[config.mk]
export PLATFORM = sky130hd
export DESIGN_NAME = float_sub
export DESIGN_NICKNAME = d
export VERILOG_FILES = /design/src/rtl/float_sub.sv
export SDC_FILE = /design/constraint.sdc
export NUM_CORES = 1
export LEC_CHECK = 0
export BUFFER_PORTS_ARGS = -buffer_cell sky130_fd_sc_hd__buf_2
export CORE_MARGIN = 3
export CORE_UTILIZATION = 55
export CTS_BUF_LIST = sky130_fd_sc_hd__clkbuf_4
export CTS_CLUSTER_DIAMETER = 30
export DETAILED_ROUTE_END_ITERATION = 7
export PLACE_DENSITY = 0.78
export REMOVE_ABC_BUFFERS = 1
export SLEW_MARGIN = 15
export SYNTH_ARGS = -nofsm -noshare
export SYNTH_HDL_FRONTEND = slang
export SYNTH_SLANG_ARGS = --single-unit
[constraint.sdc]
create_clock -name clk -period 13.25 [get_ports clk]
set_input_delay 0.6625 -clock clk [delete_from_list [all_inputs] [get_ports clk]]
set_output_delay 0.6625 -clock clk [all_outputs]
set_load 0.05 [all_outputs]
[src/rtl/float_sub.sv]
// float_sub: multi-cycle IEEE-754 single-precision subtractor (out = a - b), truncating, 5-state FSM.
// Define FLOAT_SUB_SPECIAL_EN for Inf/NaN handling; otherwise exponent 255 is ordinary and overflow saturates.
module float_sub (
  input  logic        clk,
  input  logic        rst,
  input  logic        start,
  input  logic [31:0] a,
  input  logic [31:0] b,
  output logic [31:0] out,
  output logic        busy,
  output logic        done
);
  typedef enum logic [2:0] {IDLE, ALIGN, SUB, NORM, PACK} state_t;
  state_t state, state_nxt;

  logic [31:0]       op_a, op_b;
  logic [23:0]       big_man, sml_man;
  logic [7:0]        al_exp;
  logic              al_sign, al_sub;
  logic [24:0]       sum;
  logic [22:0]       nm_man;
  logic signed [9:0] nm_exp;
  logic              nm_zero;
`ifdef FLOAT_SUB_SPECIAL_EN
  logic              sp_hit;
  logic [31:0]       sp_val;
`endif

  always_ff @(posedge clk or posedge rst) begin
    if (rst) state <= IDLE;
    else     state <= state_nxt;
  end

  always_comb begin
    state_nxt = state;
    case (state)
      IDLE:    if (start) state_nxt = ALIGN;
      ALIGN:   state_nxt = SUB;
      SUB:     state_nxt = NORM;
      NORM:    state_nxt = PACK;
      PACK:    state_nxt = IDLE;
      default: state_nxt = IDLE;
    endcase
  end

  always_comb begin
    busy = (state != IDLE);
  end

  // Operand unpack and alignment; exponent 0 (zero/denormal) contributes a zero mantissa.
  logic        sa, sb, a_big;
  logic [7:0]  ea, eb, diff;
  logic [23:0] ma, mb, sm_raw, sm_shift;
  always_comb begin
    sa       = op_a[31];
    sb       = ~op_b[31];
    ea       = op_a[30:23];
    eb       = op_b[30:23];
    ma       = (ea == 8'd0) ? 24'd0 : {1'b1, op_a[22:0]};
    mb       = (eb == 8'd0) ? 24'd0 : {1'b1, op_b[22:0]};
    a_big    = {ea, ma} >= {eb, mb};
    diff     = a_big ? (ea - eb) : (eb - ea);
    sm_raw   = a_big ? mb : ma;
    sm_shift = (diff >= 8'd24) ? 24'd0 : (sm_raw >> diff);
  end

`ifdef FLOAT_SUB_SPECIAL_EN
  logic        nan_in, inf_a, inf_b;
  logic [31:0] sp_res;
  always_comb begin
    inf_a  = (ea == 8'hFF) && (op_a[22:0] == 23'd0);
    inf_b  = (eb == 8'hFF) && (op_b[22:0] == 23'd0);
    nan_in = ((ea == 8'hFF) && (op_a[22:0] != 23'd0)) ||
             ((eb == 8'hFF) && (op_b[22:0] != 23'd0));
    if (nan_in || (inf_a && inf_b && (sa != sb))) sp_res = 32'h7FC00000;
    else if (inf_a)                               sp_res = {sa, 8'hFF, 23'd0};
    else                                          sp_res = {sb, 8'hFF, 23'd0};
  end
`endif

  // Leading-zero count over the non-carry part of the sum, for the single-cycle left normalise.
  logic [4:0]  lz;
  logic        lz_found;
  logic [22:0] shifted;
  always_comb begin
    lz       = 5'd0;
    lz_found = 1'b0;
    for (int i = 23; i >= 0; i--) begin
      if (!lz_found && sum[i]) begin
        lz       = 5'(23 - i);
        lz_found = 1'b1;
      end
    end
    shifted = 23'(sum[23:0] << lz);
  end

  logic [31:0] res;
  always_comb begin
    if (nm_zero)                res = 32'h0;
    else if (nm_exp <= 10'sd0)  res = {al_sign, 31'd0};
`ifdef FLOAT_SUB_SPECIAL_EN
    else if (nm_exp >= 10'sd255) res = {al_sign, 8'hFF, 23'd0};
`else
    else if (nm_exp >= 10'sd255) res = {al_sign, 8'hFE, 23'h7FFFFF};
`endif
    else                        res = {al_sign, nm_exp[7:0], nm_man};
`ifdef FLOAT_SUB_SPECIAL_EN
    if (sp_hit) res = sp_val;
`endif
  end

  always_ff @(posedge clk or posedge rst) begin
    if (rst) begin
      op_a    <= 32'd0;
      op_b    <= 32'd0;
      big_man <= 24'd0;
      sml_man <= 24'd0;
      al_exp  <= 8'd0;
      al_sign <= 1'b0;
      al_sub  <= 1'b0;
      sum     <= 25'd0;
      nm_man  <= 23'd0;
      nm_exp  <= 10'sd0;
      nm_zero <= 1'b0;
      out     <= 32'd0;
      done    <= 1'b0;
`ifdef FLOAT_SUB_SPECIAL_EN
      sp_hit  <= 1'b0;
      sp_val  <= 32'd0;
`endif
    end else begin
      done <= 1'b0;
      case (state)
        IDLE: if (start) begin
          op_a <= a;
          op_b <= b;
        end
        ALIGN: begin
          big_man <= a_big ? ma : mb;
          sml_man <= sm_shift;
          al_exp  <= a_big ? ea : eb;
          al_sign <= a_big ? sa : sb;
          al_sub  <= sa ^ sb;
`ifdef FLOAT_SUB_SPECIAL_EN
          sp_hit  <= nan_in | inf_a | inf_b;
          sp_val  <= sp_res;
`endif
        end
        SUB: sum <= al_sub ? ({1'b0, big_man} - {1'b0, sml_man})
                           : ({1'b0, big_man} + {1'b0, sml_man});
        NORM: begin
          nm_zero <= (sum == 25'd0);
          if (sum[24]) begin
            nm_man <= sum[23:1];
            nm_exp <= $signed({2'b00, al_exp}) + 10'sd1;
          end else begin
            nm_man <= shifted;
            nm_exp <= $signed({2'b00, al_exp}) - $signed({5'd0, lz});
          end
        end
        PACK: begin
          out  <= res;
          done <= 1'b1;
        end
        default: ;
      endcase
    end
  end
endmodule

# Yosys cells after proc, flatten, opt, wreduce, memory -nomap -nowiden
# Cells that the tools add are included.
# W data, S select, Z words.
[word_totals] reg_bits=217 input_bits=67
[classes] add_sub_neg=6 n_lt_le_gt_ge=4 n_eq_ne=5 shift=2 mux=63 bitwise=2 reduce_logical=52
[ops] cell="$mux W24" count=5
[ops] cell="$mux W5" count=22
[ops] cell="$mux W31" count=2
[ops] cell="$ge A32 B32 Y1" count=1
[ops] cell="$mux W32" count=1
[ops] cell="$mux W1" count=26
[ops] cell="$add A24 B24 Y25" count=1
[ops] cell="$logic_not A25 Y1" count=1
[ops] cell="$mux W25" count=1
[ops] cell="$sub A24 B24 Y25" count=1
[ops] cell="$shl A24 B5 Y23" count=1
[ops] cell="$shr A24 B8 Y24" count=1
[ops] cell="$logic_and A1 B1 Y1" count=23
[ops] cell="$logic_not A1 Y1" count=23
[ops] cell="$mux W23" count=1
[ops] cell="$logic_not A8 Y1" count=2
[ops] cell="$mux W8" count=2
[ops] cell="$sub A8 B8 Y8" count=2
[ops] cell="$pmux W3 S4" count=1
[ops] cell="$ge A10 B9 Y1 const B" count=1
[ops] cell="$le A10 B1 Y1 const B" count=1
[ops] cell="$mux W10" count=1
[ops] cell="$add A8 B1 Y9 const B" count=1
[ops] cell="$sub A8 B5 Y9" count=1
[ops] cell="other kinds (11)" count=12

# Logic depth before layout (Yosys ltp)
[depth] ltp_word=72 ltp_mapped=20 mapped_depth_nobuf=17

# Worst setup path before layout
# No wires, ideal clock.
[synth_timing] path_type="register -> register" start="register op_a[24]" end="register sml_man[3]" arrival_time_ns=4.755 path_slack_ns=8.361 path_stages_with_launch=19 synth_period_minus_slack_ns=4.889 cell_sequence="dfrtp_1 or4_1 nor2_1 inv_1 clkbuf_1 clkbuf_1 and2_1 ha_1 a21oi_1 o21ai_0 a221oi_1 o211ai_1 o31ai_1 buf_2 mux2i_1 mux2_2 and2_1 o21ai_0 nand4_1"
[synth_via] elab_chain_cells=6 word_cells_on_any_way=10 classes_between="2 x add/sub; 2 x order compare; 1 x shift; 4 x mux; 1 x reduce/logical"
[synth_rtl] item="start, declared" line_no="16" source="logic [31:0] op_a, op_b;"
[synth_rtl] item="start signal, assigned" line_no="114" source="op_a <= 32'd0;"
[synth_rtl] item="start signal, assigned" line_no="135" source="op_a <= a;"
[synth_rtl] item="$logic_not A8 Y1" line_no="59" source="ma = (ea == 8'd0) ? 24'd0 : {1'b1, op_a[22:0]};"
[synth_rtl] item="$mux W24" line_no="59"
[synth_rtl] item="$ge A32 B32 Y1" line_no="61" source="a_big = {ea, ma} >= {eb, mb};"
[synth_rtl] item="$mux W24 or $mux W8 (tied branches)" line_no="63, 62"
[synth_rtl] item="$shr A24 B8 Y24 or $ge A8 B5 Y1 (tied branches)" line_no="64" source="sm_shift = (diff >= 8'd24) ? 24'd0 : (sm_raw >> diff);"
[synth_rtl] item="$mux W24 (*)" line_no="64"
[synth_rtl] item="end signal, assigned" line_no="140" source="sml_man <= sm_shift;"
[synth_rtl] item="end, declared" line_no="17" source="logic [23:0] big_man, sml_man;"
# Every way passes the cells marked *; elsewhere a longest branch is shown, timed or not.
# A chain may end at the register's enable or synchronous reset.

# Final worst setup path
[layout_timing] start="register op_a[24]" end="register sml_man[14]"
# The elaborated chain is that of the path after synthesis.

==> impl_results.md <==
* CP endpoint kind: flip-flop
* Chip Height at 174 µm
* Final HPWL from detailed placement at 31.1 mm
* Yosys reg bits at 217
* Area Overhead vs Synth at 9.78%
* RSZ-0062 raised after global routing: false
* Final GP Congestion at 0.982
* Num CTS Buffers at 61
* Final nets at 2063
* Largest stage delay on the critical path at 0.90 ns
* Clock Latency Late Sink at 0.70 ns
* Global Route Usage Sum at 0.274
* Synthesized cell area at 15500 µm²
* DRT Pass-1 Iters at 8
* CTS H-Tree Depth at 2
* Max Slew Vio Count at 0
* Clk sinks at 217
* Layout Cells excl Fill at 2335
* Minimum clock period at 5.78 ns
* Max-Cap Viols at 0
* CP max-delay cell: nor4b_2
* Final setup TNS at 0 ns
* CORE AREA at 27300 µm²
* Area of the die at 30200 µm²
* Final worst-path cycle share at 0.436
* Setup violations, final at 0
* Drt total wl at 42.1 mm
* Final hold vios at 0
* Crit Path Max Fanout at 28
* Synth Instances at 1857
* Vias in the first global route at 13900
* Commonest non-fill, non-tap cell in the layout: nand2_1
* Max clock buf depth at 3
* Vias at 14200
* DRC viols at 0
* Startpoint types: flip-flop
* Setup Fix Bufs, Post-CTS at 0
* Library cells used by synthesis at 84
* Clock Pin Slew Worst Setup and Hold Paths at 0.07 ns
* Worst Skew at 0.0430 ns
* Sequential element share of the synthesized area at 0.351
* Via-to-Cell Ratio at 6.09
* Placed Cells at 2231
* Antenna Violating Nets Remaining at 0
* Synthesis Warnings at 0
* Critical Path RT at 13.85 ns
* Fmax at 0.173 GHz
* CTS resizes at 0
* Port bufs at 100
* Synth Area per Inst at 8.34 µm²
* Rel. slew slack at 0.321
* Layout cell share with drive strength beyond 1 at 0.165
* EDFF count, synth at 0
* Row count at 60
* Worst-margin pin slew at 1.02 ns
* Routed WL per cell at 18.0 µm
* Hold Path Class: in -> reg
* Status: finished, final reports clean
* Global-route wire length before repair at 69.8 mm
* CTS Hold Bufs at 0
* Async SR Flop Fraction at 1.00
* Die Wd at 174 µm
* Crit path cell chain: or4_1 > nor2_1 > buf_4 > inv_1 > and2_1 > ha_1 > a21oi_1 > o21ai_0 > a221oi_1 > o211ai_1 > buf_4 > a211o_1 > a211o_1 > nor4b_2 > nand2_1 > o211ai_1
* Critical path type: reg -> reg
* Root buffer cell: clkbuf_4
* Commonest cells after routing, fill and taps aside: nand2_1 (250), dfrtp_1 (217), nor2_1 (189), o21ai_0 (180), a21oi_1 (132)
* Ports at 101
* Initial Utilization at 0.566
* Initial drt markers at 1117
* Largest net degree at the start of global routing at 157
* Post-synth top flop: dfrtp_1
* Initial antenna violation count at 1
* GRT overflow at 0
* CP arrival at 6.38 ns
* TritonCTS clock tree: done
==> cells in the mapped netlist, drive strengths merged (11+ instances only) <==
master | number | share of area
nand2 | 250 | 0.061
dfrtp | 217 | 0.35
nor2 | 192 | 0.047
o21ai | 188 | 0.061
a21oi | 133 | 0.044
clkbuf | 98 | 0.024
ha | 70 | 0.057
mux2 | 65 | 0.047
mux2i | 63 | 0.041
inv | 55 | 0.013
xnor2 | 43 | 0.024
nor3 | 38 | 0.012
nand3 | 35 | 0.011
and2 | 28 | 0.011
buf | 25 | 0.0074
o211ai | 25 | 0.012
nor4 | 23 | 0.011
a211oi | 21 | 0.010
a221oi | 15 | 0.0085
a31oi | 14 | 0.0061
nand2b | 14 | 0.0057
a21o | 13 | 0.0063
and3 | 13 | 0.0053
or3 | 13 | 0.0056
xor2 | 13 | 0.0074
o21a | 12 | 0.0058
o2bb2ai | 12 | 0.0068
a22oi | 11 | 0.0053
nand4 | 11 | 0.0044
==> sequential cells by signal (all words and copies together) (netlist names) <==
register	flops
nm_man	23
sml_man	24
out	32
big_man	24
al_exp	8
op_a	32
sum	25
op_b	32
state	3
done	1
nm_zero	1
al_sign	1
nm_exp	10
al_sub	1
==> kinds of logic (layout without fill, tap and decap cells) <==
| group | after synthesis | count (layout) | synth area share |
|---|---|---|---|
| compound gates | 546 | 546 | 0.223 |
| mux | 134 | 134 | 0.0968 |
| other cells | 0 | 1 | 0 |
| buf+inv | 180 | 285 | 0.0449 |
| simple gates | 650 | 650 | 0.191 |
| flops | 217 | 217 | 0.351 |
| fa+ha+maj | 74 | 74 | 0.0618 |
| xor+xnor | 56 | 56 | 0.0317 |
==> worst paths after layout <==
path	from	end	slack, ns	depth (start not counted)
max in group asynchronous	rst	big_man[15]$_DFFE_PP0P_	11.65	3
hold reg to reg	out[30]$_DFFE_PP0P_	out[30]$_DFFE_PP0P_	0.47	2
setup reg to reg	op_a[24]$_DFFE_PP0P_	sml_man[14]$_DFFE_PP0P_	7.47	16
setup / recovery	op_a[24]$_DFFE_PP0P_	sml_man[14]$_DFFE_PP0P_	7.47	16
hold / removal	b[23]	op_b[23]$_DFFE_PP0P_	0.17	3
min in group asynchronous	rst	op_a[26]$_DFFE_PP0P_	0.21	2
==> through the flow <==
stage | setup WS, ns | area, µm² | utilization | hold WS, ns
after floorplan | 5.84 | 15000 | - | 0.451
after global placement | 7.72 | 16200 | 0.593 | 0.455
after detailed placement | 7.63 | 16200 | 0.593 | 0.465
after CTS | 7.56 | 17000 | 0.622 | 0.120
after global routing | 7.09 | 17000 | 0.622 | 0.148
final | 7.47 | 17000 | 0.622 | 0.170
==> routing by layer <==
metal  up-vias  GRT usage  routed length, µm
met3       103     0.0385               2120
met1      6783      0.353              18000
li1       6869          -                  -
met2       475      0.471              20600
met5         -          0                  0
met4         0     0.0965               1310
==> final cells by class <==
type | count | area (µm²)
multi-input cells | 1460 | 9410
clock buffers | 77 | 578
repair buffers | 125 | 688
well taps | 372 | 465
inverters | 57 | 221
flip-flops and latches | 217 | 5430
clock inverters | 26 | 195
fillers | 2477 | 10300
diodes | 1 | 2.50
==> worst max-delay path: cells and delay by family (launching register included) <==
family,cells,cell delay (ns)
DFF,1,0.41
adders and majority gates,1,0.33
buffers and inverters,3,0.87
AOI/OAI and AO/OA,7,1.90
and+or+nand+nor,5,2.15
Power is not shown: default switching activity piles up to over one toggle a cycle in this logic, so the estimate is an artifact.
